$ cat src/rtl/countdown_timer_ctrl_pkg.sv
// Shared types and constants for the countdown timer control sequencer.
package timer_pkg;

    typedef enum logic [1:0] {
        IDLE    = 2'd0,
        RUN     = 2'd1,
        PAUSE   = 2'd2,
        EXPIRED = 2'd3
    } state_t;

    localparam logic [6:0] MAX_COUNT = 7'd99;
    localparam logic [6:0] LOAD_UP   = 7'd90;
    localparam logic [6:0] LOAD_DOWN = 7'd10;

    localparam logic [3:0] AN_ONES = 4'b1110;
    localparam logic [3:0] AN_TENS = 4'b1101;

    // Preset value depends on the counting direction: near the top when
    // counting up, near the bottom when counting down.
    function automatic logic [6:0] load_value(input logic dir);
        return dir ? LOAD_UP : LOAD_DOWN;
    endfunction

endpackage

$ cat src/rtl/countdown_timer_ctrl_tick_gen.sv
// Modulo-N counter with a registered one-cycle tick. The tick is high for the
// cycle in which the count sits at N-1, so downstream logic sees it as a clean
// registered strobe. N must be at least 2.
module tick_gen #(
    parameter int N = 4
) (
    input  logic clk,
    input  logic rst_n,
    input  logic enable,
    input  logic clear,
    output logic tick
);

    localparam int W = (N > 1) ? $clog2(N) : 1;
    localparam logic [W-1:0] LAST = W'(N - 1);
    localparam logic [W-1:0] PRE  = W'(N - 2);

    logic [W-1:0] count_reg;

    // Count while enabled, hold otherwise; clear restarts the phase at zero.
    always_ff @(posedge clk or negedge rst_n) begin
        if (!rst_n) begin
            count_reg <= '0;
            tick      <= 1'b0;
        end else if (clear) begin
            count_reg <= '0;
            tick      <= 1'b0;
        end else if (enable) begin
            count_reg <= (count_reg == LAST) ? '0 : count_reg + 1'b1;
            tick      <= (count_reg == PRE);
        end else begin
            tick      <= 1'b0;
        end
    end

endmodule

$ cat src/rtl/countdown_timer_ctrl.sv
// Control sequencer for the 0-99 up/down counter: turns button pulses into
// counter strobes, paces the count, runs the expiry buzzer and scans digits.
module countdown_timer_ctrl
    import timer_pkg::*;
#(
    parameter int TICK_DIV    = 2**24,
    parameter int SCAN_DIV    = 2**16,
    parameter int BUZZ_CYCLES = 2**20
) (
    input  logic       clk,
    input  logic       rst_n,
    input  logic       start_p,
    input  logic       stop_p,
    input  logic       load_p,
    input  logic       up_down,
    input  logic [6:0] count_val,
    output logic       cnt_en,
    output logic       cnt_dir,
    output logic       cnt_load,
    output logic [6:0] load_val,
    output logic       buzzer,
    output logic [3:0] anode,
    output logic       digit_sel,
    output logic [1:0] state
);

    localparam int BW = $clog2(BUZZ_CYCLES + 1);
    localparam logic [BW-1:0] BUZZ_LOAD = BW'(BUZZ_CYCLES);
    localparam logic [BW-1:0] BUZZ_ONE  = BW'(1);

    state_t          state_reg, state_next;
    logic            dir_reg;
    logic            cnt_load_reg, cnt_load_next;
    logic [6:0]      load_val_reg, load_val_next;
    logic            buzzer_reg, buzzer_next;
    logic [BW-1:0]   buzz_cnt_reg, buzz_cnt_next;
    logic            digit_sel_reg;
    logic [3:0]      anode_reg;
    logic            presc_clear;
    logic            presc_enable;
    logic            scan_tick;
    logic            expire_hit;

    // A stop pulse freezes the prescaler on the same edge it leaves RUN, so a
    // later resume continues exactly where counting left off.
    assign presc_enable = (state_reg == RUN) && !stop_p;

    // cnt_en is high only during the terminal-count cycle, which is where the
    // counter value (still showing the previous step) is tested for expiry.
    assign expire_hit = cnt_en &&
                        (dir_reg ? (count_val == MAX_COUNT) : (count_val == 7'd0));

    tick_gen #(.N(TICK_DIV)) u_presc (
        .clk    (clk),
        .rst_n  (rst_n),
        .enable (presc_enable),
        .clear  (presc_clear),
        .tick   (cnt_en)
    );

    tick_gen #(.N(SCAN_DIV)) u_scan (
        .clk    (clk),
        .rst_n  (rst_n),
        .enable (1'b1),
        .clear  (1'b0),
        .tick   (scan_tick)
    );

    // State, buzzer timer and registered command outputs.
    always_ff @(posedge clk or negedge rst_n) begin
        if (!rst_n) begin
            state_reg    <= IDLE;
            cnt_load_reg <= 1'b0;
            load_val_reg <= 7'd0;
            buzzer_reg   <= 1'b0;
            buzz_cnt_reg <= '0;
        end else begin
            state_reg    <= state_next;
            cnt_load_reg <= cnt_load_next;
            load_val_reg <= load_val_next;
            buzzer_reg   <= buzzer_next;
            buzz_cnt_reg <= buzz_cnt_next;
        end
    end

    // Next-state logic; stop outranks load, which outranks start.
    always_comb begin
        state_next    = state_reg;
        cnt_load_next = 1'b0;
        load_val_next = 7'd0;
        buzz_cnt_next = buzz_cnt_reg;
        presc_clear   = 1'b0;
        case (state_reg)
            IDLE: begin
                if (stop_p) begin
                    state_next = IDLE;
                end else if (load_p) begin
                    cnt_load_next = 1'b1;
                    load_val_next = load_value(dir_reg);
                end else if (start_p) begin
                    state_next  = RUN;
                    presc_clear = 1'b1;
                end
            end
            RUN: begin
                if (stop_p) begin
                    state_next = PAUSE;
                end else if (expire_hit) begin
                    state_next    = EXPIRED;
                    buzz_cnt_next = BUZZ_LOAD;
                end
            end
            PAUSE: begin
                if (stop_p) begin
                    state_next = IDLE;
                end else if (load_p) begin
                    cnt_load_next = 1'b1;
                    load_val_next = load_value(dir_reg);
                end else if (start_p) begin
                    state_next = RUN;
                end
            end
            EXPIRED: begin
                if (stop_p || (buzz_cnt_reg <= BUZZ_ONE)) begin
                    state_next    = IDLE;
                    buzz_cnt_next = '0;
                end else begin
                    buzz_cnt_next = buzz_cnt_reg - 1'b1;
                end
            end
            default: state_next = IDLE;
        endcase
        buzzer_next = (state_next == EXPIRED);
    end

    // Direction follows the switch only while idle, so a run cannot flip mid-way.
    always_ff @(posedge clk or negedge rst_n) begin
        if (!rst_n) begin
            dir_reg <= 1'b0;
        end else if (state_reg == IDLE) begin
            dir_reg <= up_down;
        end
    end

    // Free-running digit scan; anode pattern is registered alongside the select.
    always_ff @(posedge clk or negedge rst_n) begin
        if (!rst_n) begin
            digit_sel_reg <= 1'b0;
            anode_reg     <= AN_ONES;
        end else if (scan_tick) begin
            digit_sel_reg <= ~digit_sel_reg;
            anode_reg     <= digit_sel_reg ? AN_ONES : AN_TENS;
        end
    end

    assign cnt_dir   = dir_reg;
    assign cnt_load  = cnt_load_reg;
    assign load_val  = load_val_reg;
    assign buzzer    = buzzer_reg;
    assign digit_sel = digit_sel_reg;
    assign anode     = anode_reg;
    assign state     = state_reg;

endmodule

$ cat config.mk
export PLATFORM = sky130hd
export DESIGN_NAME = countdown_timer_ctrl
export DESIGN_NICKNAME = d
export VERILOG_FILES = /design/src/rtl/countdown_timer_ctrl_pkg.sv /design/src/rtl/countdown_timer_ctrl_tick_gen.sv /design/src/rtl/countdown_timer_ctrl.sv
export SDC_FILE = /design/constraint.sdc
export NUM_CORES = 1
export LEC_CHECK = 0
export ABC_AREA = 1
export BUFFER_PORTS_ARGS = -buffer_cell sky130_fd_sc_hd__buf_2
export CORE_ASPECT_RATIO = 1.1
export CORE_UTILIZATION = 61
export DETAILED_ROUTE_END_ITERATION = 6
export MAX_ROUTING_LAYER = met4
export PLACE_DENSITY = 0.79
export SETUP_SLACK_MARGIN = 0.4
export SYNTH_ARGS = -nofsm -noshare
export SYNTH_HDL_FRONTEND = slang
export SYNTH_HIERARCHICAL = 1
export SYNTH_SLANG_ARGS = --single-unit
$ cat constraint.sdc
create_clock -name clk -period 2 [get_ports clk]
set_input_delay 0.4 -clock clk [delete_from_list [all_inputs] [get_ports clk]]
set_output_delay 0.4 -clock clk [all_outputs]
set_load 0.005 [all_outputs]
* After elaboration in Yosys (flattened, before gate mapping)
Index checks and enable logic that the tools add are counted.
Operators by class: add/sub/neg operators 3, $lt $le $gt $ge 1, eq/ne operators 11, muxes and demuxes 30, bitwise operators 1, reduce and logical (&&, ||, !) cells 10
Operators by type and width (number):
- $mux W24 | 3
- $mux W21 | 3
- $eq A24 B24 Y1 const B | 2
- $pmux W21 S2 | 1
- $eq A16 B16 Y1 const B | 2
- $mux W7 | 4
- $add A24 B1 Y24 const B | 1
- $le A21 B1 Y1 const B | 1
- $sub A21 B1 Y21 const B | 1
- $add A16 B1 Y16 const B | 1
- $mux W16 | 1
- $mux W2 | 7
- $mux W1 | 10
- $eq A7 B7 Y1 const B | 1
- $logic_not A7 Y1 | 1
- $eq A2 B2 Y1 const B | 3
- $pmux W2 S3 | 1
- $ne A2 B2 Y1 const B | 2
- $reduce_bool A2 Y1 | 2
- $reduce_and A3 Y1 | 1
- $eq A2 B1 Y1 const B | 1
- $logic_and A1 B1 Y1 | 2
- $logic_not A2 Y1 | 1
- $reduce_or A2 Y1 | 1
- other kinds (3) | 3
Word-level totals: bits in registers 80, output and inout bits 18, word-level logic and storage cells 68

* Logic depth before layout (Yosys ltp)
Gate-level depths: netlist (run 1).
depth after elaboration 7, depth in mapped cells 10

* Cells and area by module
The synthesis (run 1) kept the hierarchy.
By module, submodules not included:
- countdown_timer_ctrl | instances 1, cells an instance 260, area each 1956.9 um^2, seq. area each 726.9 um^2
- tick_gen (u_presc) | instances 1, cells an instance 231, area each 1582.8 um^2, seq. area each 625.6 um^2
- tick_gen (u_scan) | instances 1, cells an instance 148, area each 1091.0 um^2, seq. area each 425.4 um^2

* Worst setup path before layout (run 1)
OpenSTA, ideal clock, no wires.
kind register -> register, from reg state_reg[1], in the netlist state[1], to reg u_presc.count_reg[17], setup time 0.066 ns, arrival time 1.637 ns, data required time 1.934 ns, setup slack 0.297 ns, cell stages (with the launch flop) 9, clock period less this slack 1.703 ns, path through dfrtp_1 > or2_4 > nor2_1 > inv_1 > nor2_1 > inv_1 > a21oi_1 > nand3_1 > nand2_1
On the way: longest elaborated chain between the ends 3, elaborated cells on any way between the ends 6, those cells by class eq/ne: 1; mux: 2; reduce/logical: 3
RTL lines:
- start: declaration | RTL line countdown_timer_ctrl.sv:31 | state_t state_reg, state_next;
- start signal: assignment | RTL line countdown_timer_ctrl.sv:78 | state_reg <= state_next;
- $eq A2 B1 Y1 | RTL line countdown_timer_ctrl.sv:46 | assign presc_enable = (state_reg == RUN) && !stop_p;
- $logic_and A1 B1 Y1 | RTL line countdown_timer_ctrl.sv:46
- named net presc_enable | RTL line countdown_timer_ctrl.sv:40 | logic presc_enable;
- $reduce_bool A2 Y1 (no source line)
- end signal: assignment | RTL line countdown_timer_ctrl_tick_gen.sv:29 | count_reg <= (count_reg == LAST) ? '0 : count_reg + 1'b1;
- end: declaration | RTL line countdown_timer_ctrl_tick_gen.sv:18 | logic [W-1:0] count_reg;
The timed path passes the listed nets, and every way through them passes these cells. A chain may end at the register's enable or synchronous reset.

* Worst setup path after layout (run 1)
from reg state_reg[0], in the netlist state[0], to reg u_presc.count_reg[12]
On the way: longest elaborated chain between the ends 3, elaborated cells on any way between the ends 6, those cells by class eq/ne: 1; mux: 2; reduce/logical: 3
RTL lines:
- $logic_not A2 Y1 (*) | RTL line countdown_timer_ctrl.sv:93 | case (state_reg)
- $mux W1 (*) | RTL line countdown_timer_ctrl.sv:93
- named net presc_clear | RTL line countdown_timer_ctrl.sv:39 | logic presc_clear;
- $mux W24 / $reduce_bool A2 Y1 (equally long branches)
The timed path passes the listed nets; every way through them passes the cells marked *.

==> results.yml, run 1 <==
placement:
  post-place-cells: 750
  dp_hpwl_um: 7660
  gp_congestion: 0.963
  io_buffers: 25
outcome:
  status: "finished, final reports clean"
synthesis:
  synth.area.mux_share: 0.00243
  synth_compound_area_frac: 0.0503
  ys_types: 39
  synth-edff-count: 0
  yosys.area_share.simple: 0.420
  synth_top_family_by_area: "simple AND/OR/NAND/NOR gates"
  synth_warnings: 6
  synth_fa_ha_area_frac: 0.0162
  syn_area_per_cell_um2: 7.25
  synth_xor_area_frac: 0.0435
  synthFlopType: "dfrtp_1"
  netlist_area_um2: 4630
  synthArstFlopShare: 1.00
  ys_seq_area_frac: 0.384
  netlist_instances: 639
  synth-seq-cells: 71
global_routing:
  first_global_vias: 4296
  grt_first_pass_wirelength_um: 18500
  track_usage: 0.305
  grt.overflow.total: 0
  grt_max_degree: 29
  antenna_found_initial: 0
floorplanning:
  initial_utilization: 0.646
  die_y_um: 93.4
  row_count: 32
  ios: 31
  chipWidth_um: 85.1
  core_um2: 7170
  die_area_um2: 7940
detailed_routing:
  vias: 4400
  wl_met2_um: 5820
  dr.max_layer_used: "met4"
  via_per_inst: 5.62
  drc: 0
  wl_um: 11400
  ant_nets: 0
  drtPass1Iterations: 5
  wl_met3_um: 529
  m1WireLength_um: 4660
  wl_per_cell_um: 14.5
  drtIter0Drc: 205
clock_tree:
  cts_tree: "yes"
  htreeDepth: 3
  cts_made_buffers: 9
  cts-root-buf: "clkbuf_8"
  worstSkewPairLatency_ns: 0.35
  cts_buffer_depth: 2
  clkTransAtPathRegs_ns: 0.09
  cts_sinks: 71
power:
  ir_worst_vdd_mv: 0.451
  p_leak_uw: 0.00267
  p_total_uw: 5480
  power_density_nw_per_um2: 1020
sta:
  holdWs_ns: 0.262
  fin_worst_skew_ns: 0.0147
  rsz0062_at_grt: "yes"
  hold_viol: 0
  max_freq_ghz: 0.602
  period_minus_slack_ns: 1.66
  setup_viol: 0
  slew_violations: 0
  finalCritPeriodShare: 0.830
finish:
  antenna_cells: 0
  drive_gt1_frac: 0.236
  area_delta_synth_final_pct: 16.3
  postLayoutCoreUtil: 0.751
  most-common-layout-cells: "196 x nand2_1, 69 x nor2_1, 64 x dfrtp_1"
  final_common_cell: "nand2_1"
  largest_register_ffs: 24
  layout.nets: 713
  fill_cells: 541
  instances_no_fill: 783
setup_path:
  critPathKind: "flip-flop to flip-flop"
  max_stage_delay_ns: 0.41
  crit_chain: "nor2_2 > inv_2 > nor3_4 > nor2_4 > nor2_2 > nand2_1 > xor2_1 > nor2_1"
  slowest_stage: "dfrtp_1"
  endpoint_kind: "flip-flop"
  start_kind: "flip-flop"
  cp.arrival_ns: 1.90
  crit_path_frequent_cell: "nor2_2"
  crit_fanout: 8
  worstPathRequired_ns: 2.24
hold_path:
  hold_path_class: "input pin to flip-flop"
flow_run:
  cap_violations: 0
[cell type report]
cell class | count | area (um^2) | area share
well taps | 85 | 106 | 0.0198
clock inverters | 6 | 62.6 | 0.0116
flip-flops and latches | 71 | 1790 | 0.332
repair buffers | 50 | 365 | 0.0679
clock buffers | 9 | 124 | 0.0230
multi-input cells | 499 | 2700 | 0.501
inverters | 63 | 241 | 0.0449
[critical path, delay by kind of cell, from the launching register on]
| kind | cells | cell delay (ns) |
|---|---|---|
| xor+xnor | 1 | 0.14 |
| buf+inv | 1 | 0.09 |
| flops | 1 | 0.41 |
| simple gates | 6 | 0.92 |
[synthesized netlist by cell type, types with 2 or more instances]
master / instances / area share
conb_1: 2 / 0.0016
clkbuf_1: 2 / 0.0016
nor2_2: 22 / 0.030
o21bai_1: 8 / 0.013
buf_2: 2 / 0.0022
inv_1: 59 / 0.048
ha_1: 6 / 0.016
inv_2: 4 / 0.0032
nand3b_1: 8 / 0.013
or2_2: 3 / 0.0041
a21oi_1: 7 / 0.0076
o21ai_2: 4 / 0.0076
nand3_1: 53 / 0.057
nor2_4: 7 / 0.017
o21ai_1: 3 / 0.0032
nand3_2: 2 / 0.0043
xor2_1: 16 / 0.030
nor2_1: 85 / 0.069
xnor2_1: 7 / 0.013
nand4_1: 21 / 0.028
buf_4: 9 / 0.015
o21ai_0: 8 / 0.0086
dfrtp_1: 70 / 0.38
nand2_2: 13 / 0.018
nor3_1: 3 / 0.0032
nand2_4: 3 / 0.0073
buf_6: 5 / 0.012
nand2_1: 196 / 0.16
[path summary, 6_finish.rpt]
path                                        from                                end  slack (ns)  cells after the start
max in group asynchronous                  rst_n  u_presc/count_reg[18]$_DFFE_PN0P_        0.89                      3
hold / removal                           up_down                cnt_dir$_DFFE_PN0P_        0.26                      3
hold reg to reg            u_scan/tick$_DFF_PN0_               anode[0]$_DFFE_PN0P_        0.48                      1
min in group asynchronous                  rst_n       buzz_cnt_reg[18]$_DFFE_PN0P_        0.50                      2
setup reg to reg              state[0]$_DFF_PN0_  u_presc/count_reg[12]$_DFFE_PN0P_        0.34                      8
setup / recovery              state[0]$_DFF_PN0_  u_presc/count_reg[12]$_DFFE_PN0P_        0.34                      8
[logic make-up (layout without fill, tap and decap cells)]
kind of cell	Yosys count	in the layout
compound gates	35	35
buf+inv	81	128
mux	1	1
fa+ha+maj	6	6
flops	71	71
xor+xnor	23	23
other cells	2	13
simple gates	420	421
[where the power goes]
part           switching [uW]  internal, uW  total, uW
Combinational            1430           944       2370
Sequential                326          1660       1980
Clock                     563           565       1130
Total                    2320          3170       5480
[routing by layer]
metal | GRT usage | vias to the layer above
met2 | 0.534 | 150
li1 | - | 2111
met5 | - | -
met4 | 0.150 | 0
met1 | 0.346 | 2098
met3 | 0.0380 | 41
[through the flow]
step                TNS [ns]  worst slack (ns)  cell area [um^2]
floorplan                  0             0.399              4680
global route               0             0.298              5380
finish                     0             0.340              5380
CTS                        0             0.403              5230
detailed placement   -0.0937           -0.0687              4850
global placement           0            0.0490              4850
[repair_timing]
| item | in CTS | in global routing |
|---|---|---|
| endpoints found under the setup margin | 49 | 50 |
| buffers inserted | 8 | 7 |
| gates cloned | 1 | 1 |
| hold endpoints to repair | 23 | 0 |
| hold buffers | 1 | 0 |
| pin swaps | 5 | 11 |
| gates resized for setup | 31 | 28 |
Note: power is estimated with default switching activity, not from simulation.
==> inputs of run 2 (changes only) <==
ABC_AREA = 0   (was 1)
CORE_UTILIZATION = 60   (was 61)
clock period = 1.58 ns   (was 2 ns; I/O delays follow)
==> results.yml, run 2 <==
placement:
  post-place-cells: 646
  dp_hpwl_um: 7550
  pre_cts_ws_ns: -0.504
  gp_congestion: 0.898
  place_area_um2: 5200
  io_buffers: 25
clock_tree:
  cts-root-buf: "clkbuf_8"
  cts_buffer_depth: 2
  cts_sinks: 71
  htreeDepth: 3
  cts_made_buffers: 9
synthesis:
  synthArstFlopShare: 1.00
  synthFlopType: "dfrtp_1"
  synth-edff-count: 0
  ys_seq_area_frac: 0.436
  ys_top_cells_by_area: "dfrtp_1 43%, nor2_1 4.0%, nand2_1 3.3%"
  synth-seq-cells: 71
  syn_area_per_cell_um2: 9.34
  synth_warnings: 6
  synth_top_area_frac: 0.429
  ys_top_cells_by_count: "70 x dfrtp_1, 44 x nor2_1, 36 x nand2_1"
  ys_types: 71
  yosysMostFrequentCell: "dfrtp_1"
  netlist_instances: 437
  netlist_area_um2: 4080
  yosys.area.top_type: "dfrtp_1"
outcome:
  stop_stage: "global routing (5_1_grt)"
  error_line: "[ERROR DPL-0038] Utilization greater than 100%, impossible to legalize"
  status: "did not finish"
floorplanning:
  chipWidth_um: 80.6
  initial_utilization: 0.619
  row_count: 31
  ios: 31
  die_y_um: 88.5
sta:
  worst_endpoint_kind: "register input"
  worstEndpointGrtRepair: "buzz_cnt_reg[15]$_DFFE_PN0P_/D"
global_routing:
  grt_max_degree: 27
[run 2: cell count changes after synthesis, sizes merged, moves of 8 or more]
cell and change:
or3 +11, a21oi +15, nand3 -35, nand2 -177, or4 +8, o21ai +11
a31oi +13, nor2 -70, nor4 +18, inv -51, nand4 -10
[run 2: per-stage QoR]
step / hold WS (ns) / util
detailed placement: 0.259 / 0.789
CTS: 0.182 / 0.941
global placement: 0.257 / 0.789
floorplan: 0.0204 / -
[run 2: cell families after synthesis]
kind of cell	synth area share
AND/OR/NAND/NOR	0.266
multiplexers	0.0153
AO/OA/AOI/OAI	0.170
XOR/XNOR	0.0429
adder cells (fa/ha/maj)	0.0184
buffers and inverters	0.0503
other	0.00184
flip-flops	0.436
[run 2: repair_timing]
| item | 4_1_cts |
|---|---|
| endpoints found under the setup margin | 79 |
| hold buffers | 1 |
| cloned | 2 |
| hold endpoints to repair | 13 |
| gates resized for setup | 88 |
| buffers inserted | 42 |
| pin swaps | 44 |
==> inputs of run 3 (changes only) <==
CORE_ASPECT_RATIO = not set   (was 1.1)
CORE_UTILIZATION = 40   (was 60)
MAX_ROUTING_LAYER = not set   (was met4)
PLACE_DENSITY = not set   (was 0.79)
PLACE_DENSITY_LB_ADDON = 0.15   (was not set)
SETUP_SLACK_MARGIN = not set   (was 0.4)
==> results.yml, run 3 <==
sta:
  finalSetupTns_ns: -14.56
  fin_worst_skew_ns: 0.00814
  tightest_slew_ns: 0.512
  max_slew_margin: 0.656
  setup_viol: 48
  finalWorstSetupSlack_ns: -0.490
  slew_violations: 0
  finalCritPeriodShare: 1.31
  max_freq_ghz: 0.483
  rsz0062_at_grt: "yes"
  hold_viol: 0
  period_minus_slack_ns: 2.07
floorplanning:
  die_area_um2: 10600
  ios: 31
  die_y_um: 103
  row_count: 36
  chipWidth_um: 103
  initial_utilization: 0.416
  core_um2: 9820
placement:
  gp_congestion: 0.831
  pre_cts_ws_ns: -0.565
  post-place-cells: 710
  dp_hpwl_um: 7420
  io_buffers: 25
finish:
  layout.nets: 663
  most-common-layout-cells: "133 x buf_4, 69 x dfrtp_1, 38 x nor2_1"
  largest_register_ffs: 24
  postLayoutCoreUtil: 0.676
  antenna_cells: 0
  instances_no_fill: 782
  area_delta_synth_final_pct: 62.8
  drive_gt1_frac: 0.498
  final_common_cell: "buf_4"
clock_tree:
  htreeDepth: 3
  cts-root-buf: "clkbuf_8"
  cts_sinks: 71
  clkTransAtPathRegs_ns: 0.08
  cts_buffer_depth: 2
  worstSkewPairLatency_ns: 0.36
  cts_made_buffers: 9
  cts_tree: "yes"
global_routing:
  grt_max_degree: 49
  first_global_vias: 4231
  track_usage: 0.244
  antenna_found_initial: 0
  grt_first_pass_wirelength_um: 19800
  grt.overflow.total: 0
setup_path:
  endpoint_kind: "flip-flop"
  reg2regPathDepth: 8
  cp.arrival_ns: 2.33
  timing.rr.start: "buzz_cnt_reg[1]$_DFFE_PN0P_"
  crit_chain: "buf_4 > buf_4 > nor3_1 > buf_4 > nand2_1 > nor4_2 > o21ai_1 > o2bb2ai_2"
  start_kind: "flip-flop"
  max_stage_delay_ns: 0.39
  r2r-end: "buzz_cnt_reg[11]$_DFFE_PN0P_"
  crit_fanout: 5
  ff2ff_setup_slack_ns: -0.49
  worstPathRequired_ns: 1.84
  critPathKind: "flip-flop to flip-flop"
  slowest_stage: "dfrtp_1"
  crit_path_frequent_cell: "buf_4"
synthesis:
  netlist_instances: 437
  yosysMostFrequentCell: "dfrtp_1"
  ys_top_cells_by_area: "dfrtp_1 43%, nor2_1 4.0%, nand2_1 3.3%"
  synthArstFlopShare: 1.00
  synthFlopType: "dfrtp_1"
  synth-edff-count: 0
  netlist_area_um2: 4080
  yosys.area.top_type: "dfrtp_1"
  syn_area_per_cell_um2: 9.34
  synth_top_area_frac: 0.429
  ys_types: 71
  synth_warnings: 6
  ys_seq_area_frac: 0.436
  ys_top_cells_by_count: "70 x dfrtp_1, 44 x nor2_1, 36 x nand2_1"
  synth-seq-cells: 71
detailed_routing:
  wl_um: 13300
  via_per_inst: 5.49
  drtPass1Iterations: 5
  drc: 0
  wl_per_cell_um: 17.0
  drtIter0Drc: 202
  vias: 4294
  ant_nets: 0
hold_path:
  hold_path_class: "input pin to flip-flop"
  hp-start: "up_down"
  hold_depth: 2
  whs_endpoint: "cnt_dir$_DFFE_PN0P_"
power:
  p_clk_frac: 0.183
  p_total_uw: 7670
  ir_worst_vdd_mv: 0.777
  intPower_uw: 4740
  p_seq_frac: 0.284
  p_leak_uw: 0.00298
  p_switching_uw: 2930
  combPwrFrac: 0.533
  sw_frac_of_total: 0.382
  power_density_nw_per_um2: 1160
outcome:
  violations: "negative setup slack"
  status: "finished with violations"
flow_run:
  cap_violations: 0
==> run 3: cell counts after synthesis <==
Identical to the previous run, type by type.
==> run 3: through the flow <==
step,hold WS (ns),area (um^2)
CTS,0.174,6170
global placement,0.312,5320
global route,0.186,6640
finish,0.195,6640
detailed placement,0.309,5320
floorplan,0.0204,4260
==> run 3: area by class of cell <==
cell class,count,area [um^2]
fill,754,3180
multi-input combinational,350,2760
sequential,71,1780
timing repair buffer,200,1700
tap,133,166
clock buffer,11,151
inverter,12,47.5
clock inverter,5,32.5
==> run 3: routing by layer <==
layer | vias to the layer above | track usage | share of wire | routed length [um]
li1 | 2012 | - | - | -
met1 | 2157 | 0.294 | 0.42 | 5620
met2 | 97 | 0.422 | 0.53 | 6970
met3 | 28 | 0.0515 | 0.033 | 435
met4 | 0 | 0.109 | 0.018 | 241
met5 | - | 0 | 0 | 0
==> run 3: worst max-delay path by stage <==
| stage | endpoint | cells after the start | startpoint | slack (ns) |
|---|---|---|---|---|
| detailed placement | buzz_cnt_reg[13]$_DFFE_PN0P_ | 8 | buzz_cnt_reg[0]$_DFFE_PN0P_ | -0.56 |
| CTS | buzz_cnt_reg[16]$_DFFE_PN0P_ | 8 | buzz_cnt_reg[1]$_DFFE_PN0P_ | -0.43 |
| global placement | buzz_cnt_reg[13]$_DFFE_PN0P_ | 8 | buzz_cnt_reg[0]$_DFFE_PN0P_ | -0.49 |
| finish | buzz_cnt_reg[11]$_DFFE_PN0P_ | 8 | buzz_cnt_reg[1]$_DFFE_PN0P_ | -0.49 |
| global route | buzz_cnt_reg[11]$_DFFE_PN0P_ | 8 | buzz_cnt_reg[1]$_DFFE_PN0P_ | -0.54 |
| floorplan | u_presc/count_reg[20]$_DFFE_PN0P_ | 9 | state[0]$_DFF_PN0_ | -0.51 |
==> run 3: what timing repair did <==
action / in CTS / in global routing
pin swaps: 36 / 39
endpoints found under the hold margin: 70 / 0
gates cloned: 4 / 0
setup buffers: 30 / 25
hold buffers: 1 / 0
endpoints found under the setup margin: 48 / 59
gates resized for setup: 78 / 62
==> run 3: cell families (layout without fill, tap and decap cells) <==
logic type	after synthesis	after routing	synth area share
buf+inv	36	228	0.0503
xor+xnor	20	20	0.0429
flops	71	71	0.436
fa+ha+maj	6	6	0.0184
other cells	2	21	0.00184
compound gates	106	106	0.170
mux	6	6	0.0153
simple gates	190	191	0.266
==> run 3: critical path: cells and delay by family (launching register included) <==
kind	cells	cell delay, ns
DFF	1	0.39
buffers and inverters	3	0.46
AOI/OAI and AO/OA	2	0.29
and+or+nand+nor	3	0.81
==> run 3: power groups by stage <==
stage	combinational [uW]	clock, uW	sequential, uW
detailed placement	2930	0	2200
global placement	2860	0	2190
finish	4090	1410	2180
floorplan	1330	0	2320
CTS	3470	1440	2170
global route	4310	1510	2200
==> inputs of run 4 (changes only) <==
PLACE_DENSITY_LB_ADDON = 0.25   (was 0.15)
==> results.yml, run 4 (synthesis gave the netlist of run 3 again) <==
detailed_routing:
  wl_um: 11800
  via_per_inst: 5.40
  vias: 4115
  drtIter0Drc: 161
  wl_per_cell_um: 15.5
  ant_nets: 0
  drc: 0
  drtPass1Iterations: 4
placement:
  place_area_um2: 5220
  gp_congestion: 0.853
  post-place-cells: 700
  io_buffers: 25
  dp_hpwl_um: 7060
clock_tree:
  clkTransAtPathRegs_ns: 0.09
  cts_sinks: 71
  cts-root-buf: "clkbuf_8"
  worstSkewPairLatency_ns: 0.35
  htreeDepth: 3
  cts_made_buffers: 9
  cts_tree: "yes"
  cts_buffer_depth: 2
hold_path:
  hold_path_class: "input pin to flip-flop"
  whs_endpoint: "cnt_dir$_DFFE_PN0P_"
  hp-start: "up_down"
  hold_depth: 2
sta:
  slew_violations: 0
  rsz0062_at_grt: "yes"
  finalCritPeriodShare: 1.25
  max_freq_ghz: 0.506
  finalWorstSetupSlack_ns: -0.397
  hold_viol: 0
  setup_viol: 46
  holdWs_ns: 0.195
  period_minus_slack_ns: 1.98
  fin_worst_skew_ns: 0.0104
setup_path:
  r2r-end: "buzz_cnt_reg[19]$_DFFE_PN0P_"
  start_kind: "flip-flop"
  timing.rr.start: "buzz_cnt_reg[14]$_DFFE_PN0P_"
  endpoint_kind: "flip-flop"
  worstPathRequired_ns: 1.82
  crit_fanout: 7
  reg2regPathDepth: 7
  critPathKind: "flip-flop to flip-flop"
  cp.arrival_ns: 2.22
  ff2ff_setup_slack_ns: -0.40
finish:
  antenna_cells: 0
  instances_no_fill: 762
  area_delta_synth_final_pct: 55.7
  largest_register_ffs: 24
  final_common_cell: "buf_4"
  layout.nets: 643
  fill_cells: 794
  drive_gt1_frac: 0.485
  design_area_um2: 6350
  most-common-layout-cells: "120 x buf_4, 68 x dfrtp_1, 34 x nor2_1"
floorplanning:
  initial_utilization: 0.416
  core_um2: 9820
  row_count: 36
  chipWidth_um: 103
  die_area_um2: 10600
  ios: 31
  die_y_um: 103
global_routing:
  grt_first_pass_wirelength_um: 19000
  first_global_vias: 4023
  antenna_found_initial: 0
  grt.overflow.total: 0
  grt_max_degree: 72
  track_usage: 0.227
power:
  ir_worst_vdd_mv: 0.715
  p_leak_uw: 0.00284
  power_density_nw_per_um2: 1140
outcome:
  violations: "negative setup slack"
  status: "finished with violations"
flow_run:
  cap_violations: 0
run 4: changes by cell type in the layout (fill, tap and decap cells not counted), sizes merged:
cell and change:
clkinvlp +1, clkbuf -2, buf -20, a21oi +1
run 4: final cells by class:
cell class,instances,area (um^2),share of cell area
Multi-Input combinational cell,351,2760,0.434
Sequential cell,71,1780,0.280
Timing Repair Buffer,179,1430,0.225
Tap cell,133,166,0.0262
Clock buffer,10,128,0.0201
Clock inverter,6,47.5,0.00748
Inverter,12,47.5,0.00748
run 4: routing by layer:
metal  global-route usage  wire length [um]  vias up
li1                     -                 -     1969
met1                0.289              5150     2027
met2                0.390              6050       97
met3               0.0386               418       22
met4               0.0758               189        0
met5                    0                 0        -
run 4: worst max-delay path by stage:
stage	startpoint	to	slack, ns	cells past startpoint
3_5_place_dp	count_val[1]	buzz_cnt_reg[4]$_DFFE_PN0P_	-0.50	7
6_report	buzz_cnt_reg[14]$_DFFE_PN0P_	buzz_cnt_reg[19]$_DFFE_PN0P_	-0.40	7
3_3_place_gp	count_val[1]	buzz_cnt_reg[15]$_DFFE_PN0P_	-0.46	7
5_1_grt	buzz_cnt_reg[0]$_DFFE_PN0P_	buzz_cnt_reg[11]$_DFFE_PN0P_	-0.49	8
4_1_cts	buzz_cnt_reg[7]$_DFFE_PN0P_	buzz_cnt_reg[4]$_DFFE_PN0P_	-0.40	6
2_1_floorplan	state[0]$_DFF_PN0_	u_presc/count_reg[20]$_DFFE_PN0P_	-0.51	9
run 4: through the flow:
step                      setup TNS, ns   util  power [uW]  worst slack [ns]
after global placement           -14.17  0.532        4960            -0.463
after detailed placement         -15.40  0.532        5010            -0.501
after floorplan                  -14.63      -        3650            -0.507
after global routing             -15.37  0.647        7650            -0.487
final                            -12.03  0.647        7220            -0.397
after CTS                        -11.41  0.613        6980            -0.398
run 4: critical path: stages (launching register included):
cell      delay [ns]
dfrtp_1         0.39
or4_4           0.56
nor4_4          0.21
buf_4           0.18
a21o_4          0.19
buf_6           0.13
o211ai_1        0.07
nor2b_1         0.14
run 4: repair_timing:
item                                   4_1_cts  5_1_grt
pin swaps                                   36       36
gates resized for setup                     81       63
setup buffers                               32       17
cloned                                       3        0
setup endpoints to repair                   46       58
hold buffers                                 1        0
endpoints found under the hold margin        6        0
run 4: report_power, final:
part           leakage (uW)  total [uW]  internal (uW)  switching [uW]
Clock             0.0000747        1340            575             764
Combinational       0.00181        3690           1910            1780
Sequential         0.000953        2190           2040             151
Total               0.00284        7220           4520            2700
